## src/rtl/instruction_fetch_unit.sv

```systemverilog
// Instruction fetch unit: owns the PC and reads opcode plus up to
// two operand bytes from program ROM over a rd/ack handshake.
module instruction_fetch_unit #(
  parameter int                ADDR_W   = 16,
  parameter logic [ADDR_W-1:0] RESET_PC = '0
) (
  input  logic              clock,
  input  logic              reset,
  input  logic              fetch,
  input  logic              pc_load,
  input  logic [ADDR_W-1:0] pc_new,
  input  logic              len_valid,
  input  logic [1:0]        instr_len,
  output logic              rom_rd,
  output logic [ADDR_W-1:0] rom_addr,
  input  logic [7:0]        rom_data,
  input  logic              rom_ack,
  output logic [7:0]        opcode,
  output logic [7:0]        operand1,
  output logic [7:0]        operand2,
  output logic              opcode_valid,
  output logic              fetch_done,
  output logic              busy,
  output logic [ADDR_W-1:0] pc
);

  typedef enum logic [2:0] {
    IDLE,
    RD_OP,
    WAIT_OP,
    LEN,
    RD_OPR,
    WAIT_OPR,
    DONE
  } state_t;

  state_t            state, state_d;
  logic [ADDR_W-1:0] pc_d;
  logic [ADDR_W-1:0] pc_inc;
  logic              rom_rd_d;
  logic [ADDR_W-1:0] rom_addr_d;
  logic [7:0]        opcode_d;
  logic [7:0]        operand1_d;
  logic [7:0]        operand2_d;
  logic              opcode_valid_d;
  logic              fetch_done_d;
  logic              busy_d;
  logic [1:0]        bytes_left, bytes_left_d;
  logic              opr_sel, opr_sel_d;
  logic [1:0]        eff_len;

  assign pc_inc  = pc + ADDR_W'(1);
  assign eff_len = (instr_len == 2'd0) ? 2'd1 : instr_len;

  always_ff @(posedge clock) begin
    if (!reset) begin
      state        <= IDLE;
      pc           <= RESET_PC;
      rom_rd       <= 1'b0;
      rom_addr     <= RESET_PC;
      opcode       <= 8'h00;
      operand1     <= 8'h00;
      operand2     <= 8'h00;
      opcode_valid <= 1'b0;
      fetch_done   <= 1'b0;
      busy         <= 1'b0;
      bytes_left   <= 2'd0;
      opr_sel      <= 1'b0;
    end else begin
      state        <= state_d;
      pc           <= pc_d;
      rom_rd       <= rom_rd_d;
      rom_addr     <= rom_addr_d;
      opcode       <= opcode_d;
      operand1     <= operand1_d;
      operand2     <= operand2_d;
      opcode_valid <= opcode_valid_d;
      fetch_done   <= fetch_done_d;
      busy         <= busy_d;
      bytes_left   <= bytes_left_d;
      opr_sel      <= opr_sel_d;
    end
  end

  // Outputs are registered: each branch sets the values seen next cycle.
  always_comb begin
    state_d        = state;
    pc_d           = pc;
    rom_rd_d       = 1'b0;
    rom_addr_d     = rom_addr;
    opcode_d       = opcode;
    operand1_d     = operand1;
    operand2_d     = operand2;
    opcode_valid_d = 1'b0;
    fetch_done_d   = 1'b0;
    bytes_left_d   = bytes_left;
    opr_sel_d      = opr_sel;
    unique case (state)
      IDLE: begin
        if (pc_load) pc_d = pc_new;
        if (fetch) begin
          operand1_d = 8'h00;
          operand2_d = 8'h00;
          rom_rd_d   = 1'b1;
          rom_addr_d = pc_load ? pc_new : pc;
          state_d    = RD_OP;
        end
      end
      RD_OP: state_d = WAIT_OP;
      WAIT_OP: begin
        if (rom_ack) begin
          opcode_d       = rom_data;
          pc_d           = pc_inc;
          opcode_valid_d = 1'b1;
          state_d        = LEN;
        end
      end
      LEN: begin
        if (len_valid) begin
          if (eff_len == 2'd1) begin
            fetch_done_d = 1'b1;
            state_d      = DONE;
          end else begin
            rom_rd_d     = 1'b1;
            rom_addr_d   = pc;
            bytes_left_d = eff_len - 2'd1;
            opr_sel_d    = 1'b0;
            state_d      = RD_OPR;
          end
        end
      end
      RD_OPR: state_d = WAIT_OPR;
      WAIT_OPR: begin
        if (rom_ack) begin
          if (opr_sel) operand2_d = rom_data;
          else         operand1_d = rom_data;
          opr_sel_d    = 1'b1;
          pc_d         = pc_inc;
          bytes_left_d = bytes_left - 2'd1;
          if (bytes_left == 2'd1) begin
            fetch_done_d = 1'b1;
            state_d      = DONE;
          end else begin
            rom_rd_d   = 1'b1;
            rom_addr_d = pc_inc;
            state_d    = RD_OPR;
          end
        end
      end
      DONE: state_d = IDLE;
      default: state_d = IDLE;
    endcase
    busy_d = (state_d != IDLE);
  end

endmodule

```

## config.mk

```make
export PLATFORM = sky130hd
export DESIGN_NAME = instruction_fetch_unit
export DESIGN_NICKNAME = d
export VERILOG_FILES = /design/src/rtl/instruction_fetch_unit.sv
export SDC_FILE = /design/constraint.sdc
export NUM_CORES = 1
export LEC_CHECK = 0
export CAP_MARGIN = 25
export CORE_UTILIZATION = 39
export CTS_BUF_LIST = sky130_fd_sc_hd__clkbuf_16
export DETAILED_ROUTE_END_ITERATION = 8
export GPL_ROUTABILITY_DRIVEN = 0
export GPL_TIMING_DRIVEN = 0
export PLACE_DENSITY = 0.72
export SYNTH_ARGS = -nofsm -noshare
export SYNTH_HDL_FRONTEND = slang
export SYNTH_SLANG_ARGS = --single-unit
```

## constraint.sdc

```tcl
create_clock -name clock -period 4.02 [get_ports clock]
set_input_delay 0.804 -clock clock [delete_from_list [all_inputs] [get_ports clock]]
set_output_delay 0.804 -clock clock [all_outputs]
set_load 0.1 [all_outputs]
```

==> metrics.md <==
| Metric | Value |
|---|---|
| Actual slew at the worst max-slew pin | `roughly 1.0 ns` |
| Ys async rst share | `0%` |
| Clock Power Share | `between 30% and 40%` |
| Power after layout | `roughly 2.5 mW` |
| Max_slew headroom | `roughly 33%` |
| Clk buf depth | `2` |
| Min Tclk post-route | `2.96 ns` |
| Main synth FF type | `dfxtp_1` |
| VDD IR-drop max | `roughly 0.00025 V` |
| CTS Sinks | `between 60 and 70` |
| Ant diodes | `0` |
| Crit-path max FO | `9` |
| Number of synthesized flops with an enable pin | `0` |
| Post-CTS Hold Fix Bufs | `0` |
| F_max | `between 300 and 400 MHz` |
| Leakage | `a little over 2 nW` |
| Kind of critical path | `reg -> out` |
| PnR worst setup slack | `approximately 1.1 ns` |
| Port-buffer cells | `a little under 90` |
| # rows | `37` |
| PwrDens | `approximately 460 nW/um^2` |
| Detail Route Antenna Nets | `0` |
| Die X | `106 um` |
| Most frequent cells in the layout | `clkdlybuf4s50_1, dfxtp_1, nand2_1` |
| WP data required | `around 3.2 ns` |
| Final Non-Filler Cells | `~740` |
| Final core utilization | `53.6%` |
| YS warnings | `0` |
| Seq pwr share | `29.8%` |
| Internal Pwr Total | `1.48 mW` |
| Crit start category | `flip-flop` |
| Clock Skew | `0.0110 ns` |
| CP top delay family | `buffers and inverters` |
| Num ports | `92` |
| Vias in the first global route | `around 4200` |
| Dpl cell area | `around 5200 sq um` |
| CTS H-tree lvls | `3` |
| Total Wirelength | `approximately 14 mm` |
| DRC errors left | `0` |
| Cells after synthesis | `495` |
| Avg Cell Area, Syn | `8.46 sq um` |
| Final setup fails | `0` |
| Placed cells | `between 700 and 800` |
| CTS tree | `done` |
| Vias | `4543` |
| Placement Setup Slack | `between 1 and 1.5 ns` |
| Total of max-cap violations | `0` |
| CP max stage cell | `clkdlybuf4s50_1` |
| CP Capture Type | `primary output` |
| Die Y | `roughly 110 um` |
| Largest net degree at the start of global routing | `15` |
| Post-route cell area | `about 5600 sq um` |
| Commonest non-fill, non-tap cell in the layout | `clkdlybuf4s50_1` |
| CP arrival | `2.15 ns` |
| Switching share of power | `41.7%` |
| DP HPWL | `about 10 mm` |
| CP cell instances | `clkdlybuf4s50_1` |
| Synth Cell Area | `4190 sq um` |
| Nets | `629` |
| Grt ovf | `0` |
| Worst Hold Class | `reg -> reg` |
| Vias per cell | `6.17` |
| Syn nets | `around 530` |
| Total global-route track usage | `about a quarter` |
| Final period util | `between 70% and 80%` |
| Initial antenna violation count | `0` |
| Pre-Repair DR Iteration Count | `6` |
| Avg WL per Cell | `~19 um` |
| Status | `finished clean` |
| Max incr delay on CP | `roughly 1.2 ns` |
| First-pass GRT wire length | `between 20 and 25 mm` |
| CTS clk-pin slew, worst paths | `about 0.060 ns` |
| Slew Viols, Final | `0` |
| Share of cells above drive strength 1 | `~12%` |
| Cell variety after synth | `around 70` |
| Synthesized flop and latch total | `66` |
| Combinational power share | `a little under two fifths` |
| Iteration-0 DRC Markers | `744` |
| Initial core utilization | `between 40% and 50%` |
| Clk_lat worst skew | `between 0.3 and 0.4 ns` |
| Core area | `slightly above 10000 sq um` |
| Setup bufs post-CTS | `0` |
| Buf/Inv on CP | `1` |
| WHS | `between 0.4 and 0.5 ns` |
| DIE AREA | `about 11000 sq um` |
| P&R area growth vs syn | `32.7%` |
| Setup_tns | `0 ns` |
| RSZ-0062 raised after global routing | `no` |
| Final hold violations | `0` |
| CTS Buf Count | `9` |
| Root Buffer | `clkbuf_16` |
| Sw Pwr | `1.06 mW` |
| Post-CTS resize count | `0` |
| Sequential share of the synthesized area | `between 30% and 40%` |
## cells by family (layout without fill, tap and decap cells)
group | Yosys count | in the layout | share of synthesized area (%)
buffers and inverters | 56 | 161 | 7.08
muxes | 36 | 36 | 8.67
adders and majority gates | 2 | 2 | 0.598
AOI/OAI and AO/OA | 148 | 148 | 27.9
xor gates and xnor gates | 2 | 2 | 0.418
DFF | 66 | 66 | 31.6
and+or+nand+nor | 185 | 185 | 23.8
## synthesized netlist by cell type, drive strengths merged, types with 3 or more instances
cell	instances	share of area (%)
nand3b	3	0.54
a31oi	7	1.0
nand4	5	1.3
nand2b	8	1.2
a21oi	37	5.1
clkbuf	21	2.2
nor2b	5	0.75
and2	19	2.8
nor2	37	3.3
a21o	7	1.3
nand2	39	3.6
mux2i	34	8.1
nand3	16	1.9
or3b	3	0.69
a2111oi	3	1.1
o22ai	10	1.5
nand4b	4	0.84
nor3	24	2.9
a311oi	16	4.8
o21a	4	0.72
or3	3	0.45
a22oi	5	0.90
inv	6	0.54
o2bb2ai	8	1.7
o211ai	3	0.54
o21ai	11	1.3
buf	28	4.3
o221ai	7	1.5
nor4	11	1.9
dfxtp	66	32
a2bb2oi	6	1.3
## power groups by stage
| stage | sequential (mW) | clock [mW] | combinational, mW |
|---|---|---|---|
| CTS | 0.758 | 0.827 | 0.953 |
| global placement | 0.770 | 0 | 0.943 |
| finish | 0.760 | 0.819 | 0.966 |
| floorplan | 1.13 | 0 | 0.352 |
| detailed placement | 0.772 | 0 | 0.949 |
| global route | 0.764 | 0.857 | 1.00 |
## registers in the layout (all words and copies together), names as in the netlist
| register | flops |
|---|---|
| rom_rd | 1 |
| operand1 | 8 |
| bytes_left | 2 |
| busy | 1 |
| operand2 | 8 |
| rom_addr | 16 |
| opcode | 8 |
| state | 3 |
| fetch_done | 1 |
| pc | 16 |
| opcode_valid | 1 |
| opr_sel | 1 |
## worst paths after layout
kind,cells after the start,endpoint,slack [ns],start
worst max-delay path,1,pc[1],1.06,pc[1]
worst max register to register,6,rom_addr[14],1.62,pc[1]
worst min register to register,2,opcode[3],0.46,opcode[3]
worst min-delay path,2,opcode[3],0.46,opcode[3]
## layer usage
| layer | GRT usage [%] | up-vias | part of all wire (%) |
|---|---|---|---|
| li1 | - | 2061 | - |
| met1 | 33.5 | 2076 | 41 |
| met2 | 39.6 | 332 | 44 |
| met3 | 7.36 | 74 | 11 |
| met4 | 10.3 | 0 | 3.9 |
| met5 | 0 | - | 0 |
## layout make-up
| class | instances | area, sq um |
|---|---|---|
| Clock inverter | 7 | 82.6 |
| Buffer | 49 | 270 |
| Sequential cell | 66 | 1320 |
| Tap cell | 136 | 170 |
| Inverter | 7 | 26.3 |
| Timing Repair Buffer | 89 | 891 |
| Multi-Input combinational cell | 373 | 2570 |
| Fill cell | 982 | 4810 |
| Clock buffer | 9 | 225 |
Note: power is estimated with default switching activity, not from simulation.
